## src/rtl/sobel_pkg.sv

```systemverilog
// Shared types and constants for the Sobel frame sequencer.
// FSM state encodings are plain constants so legacy tools can consume them.
package sobel_pkg;

  localparam int COORD_W_DEF = 16;
  localparam logic [7:0] BORDER_BYTE = 8'h00;

  typedef logic [2:0] state_t;

  localparam state_t ST_IDLE      = 3'd0;
  localparam state_t ST_LOAD      = 3'd1;
  localparam state_t ST_ISSUE     = 3'd2;
  localparam state_t ST_WAIT_DATA = 3'd3;
  localparam state_t ST_SEND      = 3'd4;
  localparam state_t ST_WAIT_TX   = 3'd5;
  localparam state_t ST_DONE      = 3'd6;

endpackage

```

## src/rtl/sobel_frame_sequencer_pixel_scan.sv

```systemverilog
// Raster-order window-centre counter with border and last-pixel flags.
// Moves only on clr or adv; wraps back to (0,0) after the last pixel.
module pixel_scan_counter
  import sobel_pkg::*;
#(
  parameter int COORD_W = COORD_W_DEF
) (
  input  logic               clk,
  input  logic               rst,
  input  logic               clr,
  input  logic               adv,
  input  logic [COORD_W-1:0] h,
  input  logic [COORD_W-1:0] w,
  output logic [COORD_W-1:0] row,
  output logic [COORD_W-1:0] col,
  output logic               is_border,
  output logic               is_last
);

  localparam logic [COORD_W-1:0] ONE = COORD_W'(1);

  logic [COORD_W-1:0] row_q, row_d;
  logic [COORD_W-1:0] col_q, col_d;
  logic               last_row, last_col;

  assign last_row  = (row_q == h - ONE);
  assign last_col  = (col_q == w - ONE);
  assign is_last   = last_row && last_col;
  // Frames narrower than 3 in either axis fall out as all-border here.
  assign is_border = (row_q == '0) || last_row || (col_q == '0) || last_col;
  assign row       = row_q;
  assign col       = col_q;

  always_comb begin
    row_d = row_q;
    col_d = col_q;
    if (clr) begin
      row_d = '0;
      col_d = '0;
    end else if (adv) begin
      if (last_col) begin
        col_d = '0;
        row_d = last_row ? '0 : row_q + ONE;
      end else begin
        col_d = col_q + ONE;
      end
    end
  end

  always_ff @(posedge clk or posedge rst) begin
    if (rst) begin
      row_q <= '0;
      col_q <= '0;
    end else begin
      row_q <= row_d;
      col_q <= col_d;
    end
  end

endmodule

```

## src/rtl/sobel_frame_sequencer.sv

```systemverilog
// Loads a frame from UART byte pulses, then streams one Sobel byte per pixel in raster order.
// Interior pixels wait PIPE_LAT cycles for sobel_data; SEND stalls while tx_active is high.
module sobel_frame_sequencer
  import sobel_pkg::*;
#(
  parameter int COORD_W  = COORD_W_DEF,
  parameter int PIPE_LAT = 3
) (
  input  logic               clk,
  input  logic               reset,
  input  logic [COORD_W-1:0] H,
  input  logic [COORD_W-1:0] W,
  input  logic               rx_valid,
  output logic               all_loaded,
  output logic [COORD_W-1:0] read_H,
  output logic [COORD_W-1:0] read_W,
  input  logic [7:0]         sobel_data,
  output logic [7:0]         tx_data,
  output logic               tx_valid,
  input  logic               tx_active,
  input  logic               tx_done,
  output logic               frame_done,
  output logic               rx_overrun
);

  localparam int         CNT_W    = 2 * COORD_W;
  localparam logic [3:0] LAT_INIT = 4'(PIPE_LAT);

  state_t             state_q, state_d;
  logic [COORD_W-1:0] h_q, h_d, w_q, w_d;
  logic [CNT_W-1:0]   rx_cnt_q, rx_cnt_d, rx_cnt_inc, pix_total;
  logic [3:0]         lat_q, lat_d;
  logic [7:0]         tx_data_q, tx_data_d;
  logic               tx_valid_q, tx_valid_d;
  logic               all_loaded_q, all_loaded_d;
  logic               frame_done_q, frame_done_d;
  logic               rx_overrun_q, rx_overrun_d;
  logic               scan_clr, scan_adv, is_border, is_last;

  pixel_scan_counter #(.COORD_W(COORD_W)) u_scan (
    .clk       (clk),
    .rst       (reset),
    .clr       (scan_clr),
    .adv       (scan_adv),
    .h         (h_q),
    .w         (w_q),
    .row       (read_H),
    .col       (read_W),
    .is_border (is_border),
    .is_last   (is_last)
  );

  assign pix_total  = {{COORD_W{1'b0}}, h_q} * {{COORD_W{1'b0}}, w_q};
  assign rx_cnt_inc = rx_cnt_q + CNT_W'(1);

  always_comb begin
    state_d      = state_q;
    h_d          = h_q;
    w_d          = w_q;
    rx_cnt_d     = rx_cnt_q;
    lat_d        = lat_q;
    tx_data_d    = tx_data_q;
    tx_valid_d   = 1'b0;
    all_loaded_d = all_loaded_q;
    frame_done_d = 1'b0;
    rx_overrun_d = rx_overrun_q | (rx_valid && (state_q != ST_LOAD));
    scan_clr     = 1'b0;
    scan_adv     = 1'b0;
    case (state_q)
      ST_IDLE: begin
        h_d      = H;
        w_d      = W;
        rx_cnt_d = '0;
        if ((H != '0) && (W != '0)) state_d = ST_LOAD;
      end
      ST_LOAD: begin
        if (rx_valid) begin
          rx_cnt_d = rx_cnt_inc;
          if (rx_cnt_inc == pix_total) begin
            all_loaded_d = 1'b1;
            state_d      = ST_ISSUE;
          end
        end
      end
      ST_ISSUE: begin
        if (is_border) begin
          tx_data_d = BORDER_BYTE;
          state_d   = ST_SEND;
        end else begin
          lat_d   = LAT_INIT;
          state_d = ST_WAIT_DATA;
        end
      end
      ST_WAIT_DATA: begin
        lat_d = lat_q - 4'd1;
        if (lat_q == 4'd1) begin
          tx_data_d = sobel_data;
          state_d   = ST_SEND;
        end
      end
      ST_SEND: begin
        if (!tx_active) begin
          tx_valid_d = 1'b1;
          state_d    = ST_WAIT_TX;
        end
      end
      ST_WAIT_TX: begin
        if (tx_done) begin
          scan_adv = 1'b1;
          state_d  = is_last ? ST_DONE : ST_ISSUE;
        end
      end
      ST_DONE: begin
        frame_done_d = 1'b1;
        all_loaded_d = 1'b0;
        rx_cnt_d     = '0;
        scan_clr     = 1'b1;
        state_d      = ST_IDLE;
      end
      default: state_d = ST_IDLE;
    endcase
  end

  always_ff @(posedge clk or posedge reset) begin
    if (reset) begin
      state_q      <= ST_IDLE;
      h_q          <= '0;
      w_q          <= '0;
      rx_cnt_q     <= '0;
      lat_q        <= '0;
      tx_data_q    <= '0;
      tx_valid_q   <= 1'b0;
      all_loaded_q <= 1'b0;
      frame_done_q <= 1'b0;
      rx_overrun_q <= 1'b0;
    end else begin
      state_q      <= state_d;
      h_q          <= h_d;
      w_q          <= w_d;
      rx_cnt_q     <= rx_cnt_d;
      lat_q        <= lat_d;
      tx_data_q    <= tx_data_d;
      tx_valid_q   <= tx_valid_d;
      all_loaded_q <= all_loaded_d;
      frame_done_q <= frame_done_d;
      rx_overrun_q <= rx_overrun_d;
    end
  end

  assign tx_data    = tx_data_q;
  assign tx_valid   = tx_valid_q;
  assign all_loaded = all_loaded_q;
  assign frame_done = frame_done_q;
  assign rx_overrun = rx_overrun_q;

endmodule

```

## config.mk

```make
export PLATFORM = sky130hd
export DESIGN_NAME = sobel_frame_sequencer
export DESIGN_NICKNAME = d
export VERILOG_FILES = /design/src/rtl/sobel_pkg.sv /design/src/rtl/sobel_frame_sequencer_pixel_scan.sv /design/src/rtl/sobel_frame_sequencer.sv
export SDC_FILE = /design/constraint.sdc
export NUM_CORES = 1
export LEC_CHECK = 0
export ABC_AREA = 1
export ABC_CLOCK_PERIOD_IN_PS = 15000
export CAP_MARGIN = 15
export CORE_MARGIN = 2
export CORE_UTILIZATION = 36
export CTS_CLUSTER_SIZE = 10
export DETAILED_ROUTE_END_ITERATION = 10
export PLACE_DENSITY = 0.62
export SLEW_MARGIN = 5
export SYNTH_ARGS = -nofsm -noshare
export SYNTH_HDL_FRONTEND = slang
export SYNTH_HIERARCHICAL = 1
export SYNTH_SLANG_ARGS = --single-unit
```

## constraint.sdc

```tcl
create_clock -name clk -period 15 [get_ports clk]
set_input_delay 1.5 -clock clk [delete_from_list [all_inputs] [get_ports clk]]
set_output_delay 1.5 -clock clk [all_outputs]
set_load 0.005 [all_outputs]
```

======== Yosys cells after proc, flatten, opt, wreduce, memory -nomap -nowiden ========
Index checks and enable logic that the tools add are counted.
cells by class
  muxes and demuxes ....................... 31
  add/subtract/negate cells ............... 6
  reductions and logical operators ........ 23
  eq/ne operators ......................... 19
  $lt $le $gt $ge ......................... 0
  bitwise gates (word level) .............. 1
  multiply operators ...................... 1
  shifts and indexed selects .............. 0
  divide/modulo/power cells ............... 0
operators with widths
  kind                                                                    count
  16-bit 2-to-1 mux                                                       7
  32-bit one-hot mux with 2 select lines                                  1
  16-bit by 1-bit adder with 16-bit output (second input constant)        2
  32-bit by 1-bit adder with 32-bit output (second input constant)        1
  16-bit equality test                                                    2
  32-bit equality test                                                    1
  16-bit zero test                                                        2
  16-bit by 16-bit multiplier with 32-bit output                          1
  32-bit 2-to-1 mux                                                       1
  16-bit nonzero test                                                     2
  16-bit by 1-bit subtractor with 16-bit output (second input constant)   2
  3-bit 2-to-1 mux                                                        8
  3-bit one-hot mux with 6 select lines                                   1
  8-bit 2-to-1 mux                                                        2
  2-bit != test (second input constant)                                   8
  8-bit one-hot mux with 2 select lines                                   1
  2-bit nonzero test                                                      5
  3-bit equality test (second input constant)                             3
  4-bit one-hot mux with 2 select lines                                   1
  1-bit 2-to-1 mux                                                        7
  3-bit by 2-bit equality test with 1-bit output (second input constant)  2
  2-bit AND reduction                                                     3
  3-bit AND reduction                                                     2
  6-bit AND reduction                                                     1
  other kinds (11)                                                        15
word-level totals
  register bits after elaboration ......... 115
  memory bits (read-only) ................. 0
  word-level logic and storage cells ...... 93
  output and inout bits ................... 44
  RAM bits ................................ 0
  memories ................................ 0
  latch bits .............................. 0

======== Logic depth before layout (Yosys ltp) ========
  depth in word-level cells ............... 7
  mapped depth ............................ 35

======== Modules after synthesis ========
Netlist, hierarchy kept.
by module, submodules not included
  module                 instances  cells an instance  area each (um^2)  seq. area each (um^2)
  sobel_frame_sequencer  1          2020               14051.0           2077.0
  pixel_scan_counter     1          652                3739.8            800.8

======== Worst setup path before layout ========
Ideal clock, no wire load.
  path type ............................... reg2reg
  start point ............................. register w_q[3]
  end point ............................... register state_q[0]
  required time ........................... 14883 ps
  setup time .............................. 117 ps
  path slack .............................. 9085 ps
  cell stages (with the launch flop) ...... 34
  data arrival time ....................... 5798 ps
  cells stage by stage .................... dfrtp_1 -> clkbuf_1 -> clkbuf_1 -> nand2_1 -> fa_1 -> fa_1 -> inv_1 -> fa_1 -> inv_1 -> fa_1 -> fa_1 -> fa_1 -> inv_1 -> ha_1 -> nand2_1 -> inv_1 -> nand2_1 -> nand2_1 -> a21oi_1 -> nand2_1 -> nand2_1 -> nand2_1 -> nand2_1 -> nand2_1 -> nand2_1 -> nand2_1 -> nor2_1 -> nand2_1 -> nor2_1 -> nand2_1 -> nand2_2 -> nand2_1 -> nand2_1 -> nand2_1
on the way
  longest elaborated chain between the ends .. 5
  elaborated cells between the ends (all ways) .. 9
  classes of those cells .................. add/sub: 1; mul: 1; eq/ne: 3; mux: 2; reduce/logical: 2
RTL lines
  item                                                                                                    RTL line                      RTL
  from (decl)                                                                                             sobel_frame_sequencer.sv:30   logic [COORD_W-1:0] h_q, h_d, w_q, w_d;
  from (signal assigned)                                                                                  sobel_frame_sequencer.sv:139  w_q <= w_d;
  parallel branches: the longest is 5 deep, another holds 16-bit by 16-bit multiplier with 32-bit output  -
  to (signal assigned)                                                                                    sobel_frame_sequencer.sv:137  state_q <= state_d;
  to (decl)                                                                                               sobel_frame_sequencer.sv:29   state_t state_q, state_d;
Parallel ways; which one is timed is not known.
A chain may end at the register's enable or synchronous reset.

======== Worst setup path in the final report ========
  start point ............................. register h_q[11]
  end point ............................... register state_q[0]
on the way
  longest elaborated chain between the ends .. 7
  elaborated cells between the ends (all ways) .. 11
  classes of those cells .................. add/sub: 1; mul: 1; eq/ne: 3; mux: 2; reduce/logical: 4
RTL lines
  item                                                                                                    RTL line                      RTL
  from (decl)                                                                                             sobel_frame_sequencer.sv:30
  from (signal assigned)                                                                                  sobel_frame_sequencer.sv:127  h_q <= '0;
  from (signal assigned)                                                                                  sobel_frame_sequencer.sv:138  h_q <= h_d;
  parallel branches: the longest is 7 deep, another holds 16-bit by 16-bit multiplier with 32-bit output  -
Parallel ways; which one is timed is not known.

==> results.md <==
* CTS Buffer Depth at 2
* Post-synthesis sequential area ratio at 0.162
* Initial Util at 0.364
* Clk sinks at 115
* FF+latch area at 2880 um2
* Required time of the critical path at 15,340 ps
* CP max FO at 21
* Reg2reg end: state_q[0]$_DFFE_PP0P_
* RePlAce Congestion at 0.943
* Cts bufs inserted at 17
* Average routed wire per standard cell at 15.6 um
* Synthesis-to-layout area growth at 11.0%
* Multi-input gate area at 12,400 um2
* Post-synth EDFFs at 0
* Setup violators final at 0
* Max-cap violations at 0
* Worst skew pair latency at 460 ps
* CP Data Arrival Time at approximately 7200 ps
* Max-slew violation count at 0
* Row cnt at 81
* Core area at 48,800 um2
* Final hold vios at 0
* Status: finished clean
* Type of the worst setup path: reg -> reg
* Crit end category: flip-flop
* DR top layer: met4
* GRT overflow at 0
* Critical R2R Launch: h_q[11]$_DFFE_PP0P_
* # diodes at 0
* #FFs+latches synth at 115
* Nets at between 3,000 and 4,000
* Final min period at 6880 ps
* Most used cell along the critical path: nand2_1
* CP max stage delay at 1040 ps
* Synth Instances at 2,672
* Vias in the first global route at 16,700
* Crit-path slowest cell: dfrtp_1
* Die Ht at approximately 230 um
* DRC at 0
* Routed WL at 52,700 um
* Hold Path Class: reg -> reg
* Wire length of the first global-routing pass at 86,500 um
* CTS clk-pin slew, worst paths at approximately 60 ps
* R2R setup slack at 8120 ps
* CTS root buffer: clkbuf_16
* Asr flop ratio synth at 1.00
* Wire length on met2 at 24,600 um
* Syn avg cell area at 6.66 um2
* Post-Place Cells at 3,344
* Initial drt markers at approximately 1,100
* CTS tree: yes
* Final non-filler cell total at 3,376
* Layout Skew at 13.1 ps
* Hold buffer count at CTS at 0
* Hold path depth at 1
* Drt pass-1 iters at 8
* Main flop type after synthesis: dfrtp_1
* H-Tree Depth at 4
* Die area at 51,200 um2
* Hold Path End: rx_overrun$_DFF_PP0_
* # port buffers at 88
* Vias per Instance at 4.96
* CP Launch Point: h_q[11]$_DFFE_PP0P_
* Setup crit start kind: flip-flop
* Worst-margin pin slew at 1090 ps
* YS warnings at 6
* Post-CTS setup buffers at 0
* R2R depth at 31
* Layout cells sized above 1 at 0.0347
* Global Route Usage Sum at 0.214
* Net count after synthesis at about 3,000
* Met1 Wirelength at 23,000 um
* Hold wc startpoint: rx_overrun$_DFF_PP0_
* I/O pins at 89
* Max Freq at around 150 MHz
* Die X at 226 um
* Post-cts repair resize count at 0
* Mapped Area at 17,800 um2
* DR vias at 16,800
* Routed Antenna Nets at 0
* Period utilization at 0.459
* Routed wl met3 at 3390 um
* Hpwl dp at around 42,000 um
* Largest net degree at the start of global routing at 60
* Initial antenna violation count at 0
* Relative slew margins at 0.273
* RSZ-0062 raised after global routing: false
* FILL cells at 5,166
* Cell variety after synth at 45
* Setup tns final at 0 ps
## metal layers
metal  GRT usage  vias up
met5           0        -
li1            -     8088
met4      0.0819        0
met2       0.353      569
met3      0.0381      100
met1       0.280     7999
## registers in the layout, indices dropped and copies added, names as in the netlist
| register | flops |
|---|---|
| u_scan/col | 16 |
| w_q | 16 |
| lat_q | 4 |
| tx_data | 8 |
| rx_overrun | 1 |
| h_q | 16 |
| tx_valid | 1 |
| state_q | 3 |
| frame_done | 1 |
| all_loaded | 1 |
| rx_cnt_q | 32 |
| u_scan/row | 16 |
## cells in the mapped netlist (6+ instances only)
cell type / number / share of area
o21ai_0: 61 / 0.017
nand2_1: 912 / 0.19
nand4_1: 33 / 0.012
nor4_1: 10 / 0.0035
nor2_2: 20 / 0.0070
a21oi_1: 43 / 0.012
xor2_1: 43 / 0.021
dfrtp_1: 115 / 0.16
nand3b_1: 14 / 0.0059
clkbuf_1: 77 / 0.016
o22ai_1: 24 / 0.0084
nor2_1: 190 / 0.040
nand2_2: 12 / 0.0042
inv_1: 553 / 0.12
nand3_1: 164 / 0.046
o21bai_1: 6 / 0.0025
fa_1: 194 / 0.22
nor3_1: 24 / 0.0068
nor2_4: 6 / 0.0038
xnor2_1: 14 / 0.0069
ha_1: 113 / 0.079
## per-stage QoR
stage | instance area (um2) | setup slack [ps] | hold slack, ps | util
6_report | 19800 | 8120 | 481 | 0.404
5_1_grt | 19800 | 7700 | 514 | 0.404
3_5_place_dp | 19200 | 8150 | 470 | 0.393
2_1_floorplan | 17800 | 9080 | 468 | -
4_1_cts | 19800 | 8110 | 487 | 0.404
3_3_place_gp | 19200 | 8170 | 468 | 0.393
## cell type report
type                       count  area share
clock buffer                  18      0.0222
timing repair buffer          98      0.0484
inverter                     559       0.106
clock inverter                14     0.00538
tap                          664      0.0421
multi-input combinational   1908       0.630
sequential                   115       0.146
## cell usage in the layout, fill, tap and decap left out, drive strengths merged
master / instances
o41ai: 1
clkdlybuf4s50: 88
a41oi: 1
xor2: 44
clkinv: 11
fa: 194
nor2: 216
nor3: 24
buf: 10
nor4: 11
o31ai: 1
nand3: 166
o21bai: 6
o21ai: 66
or2: 3
o2111ai: 1
xnor2: 14
ha: 113
a21oi: 43
dfrtp: 115
a21boi: 1
nand2: 925
a32oi: 1
nand4: 33
inv: 559
a22oi: 1
clkbuf: 18
nand3b: 14
clkinvlp: 3
and2: 5
o22ai: 24
## critical path, delay by kind of cell (launching register included)
kind | cells | cell delay, ps
adders and majority gates | 7 | 3360
AOI/OAI and AO/OA | 1 | 220
and+or+nand+nor | 19 | 1880
buffers and inverters | 4 | 250
DFF | 1 | 1040
## how the worst max path moves through the flow
stage               slack, ps  cells past startpoint                     end
finish                   8120                     31  state_q[0]$_DFFE_PP0P_
global route             7700                     31  state_q[0]$_DFFE_PP0P_
CTS                      8110                     31  state_q[0]$_DFFE_PP0P_
detailed placement       8150                     31  state_q[0]$_DFFE_PP0P_
global placement         8170                     29  state_q[0]$_DFFE_PP0P_
floorplan                9080                     33  state_q[0]$_DFFE_PP0P_
## cell families (layout without fill, tap and decap cells)
kind of cell / Yosys count / in the layout / share of synthesized area
compound gates: 146 / 146 / 0.0455
xor+xnor: 58 / 58 / 0.0290
fa+ha+maj: 307 / 307 / 0.298
buf+inv: 649 / 689 / 0.139
flops: 115 / 115 / 0.162
simple gates: 1397 / 1397 / 0.327
Power is not shown: default switching activity piles up to over one toggle a cycle in this logic, so the estimate is an artifact.
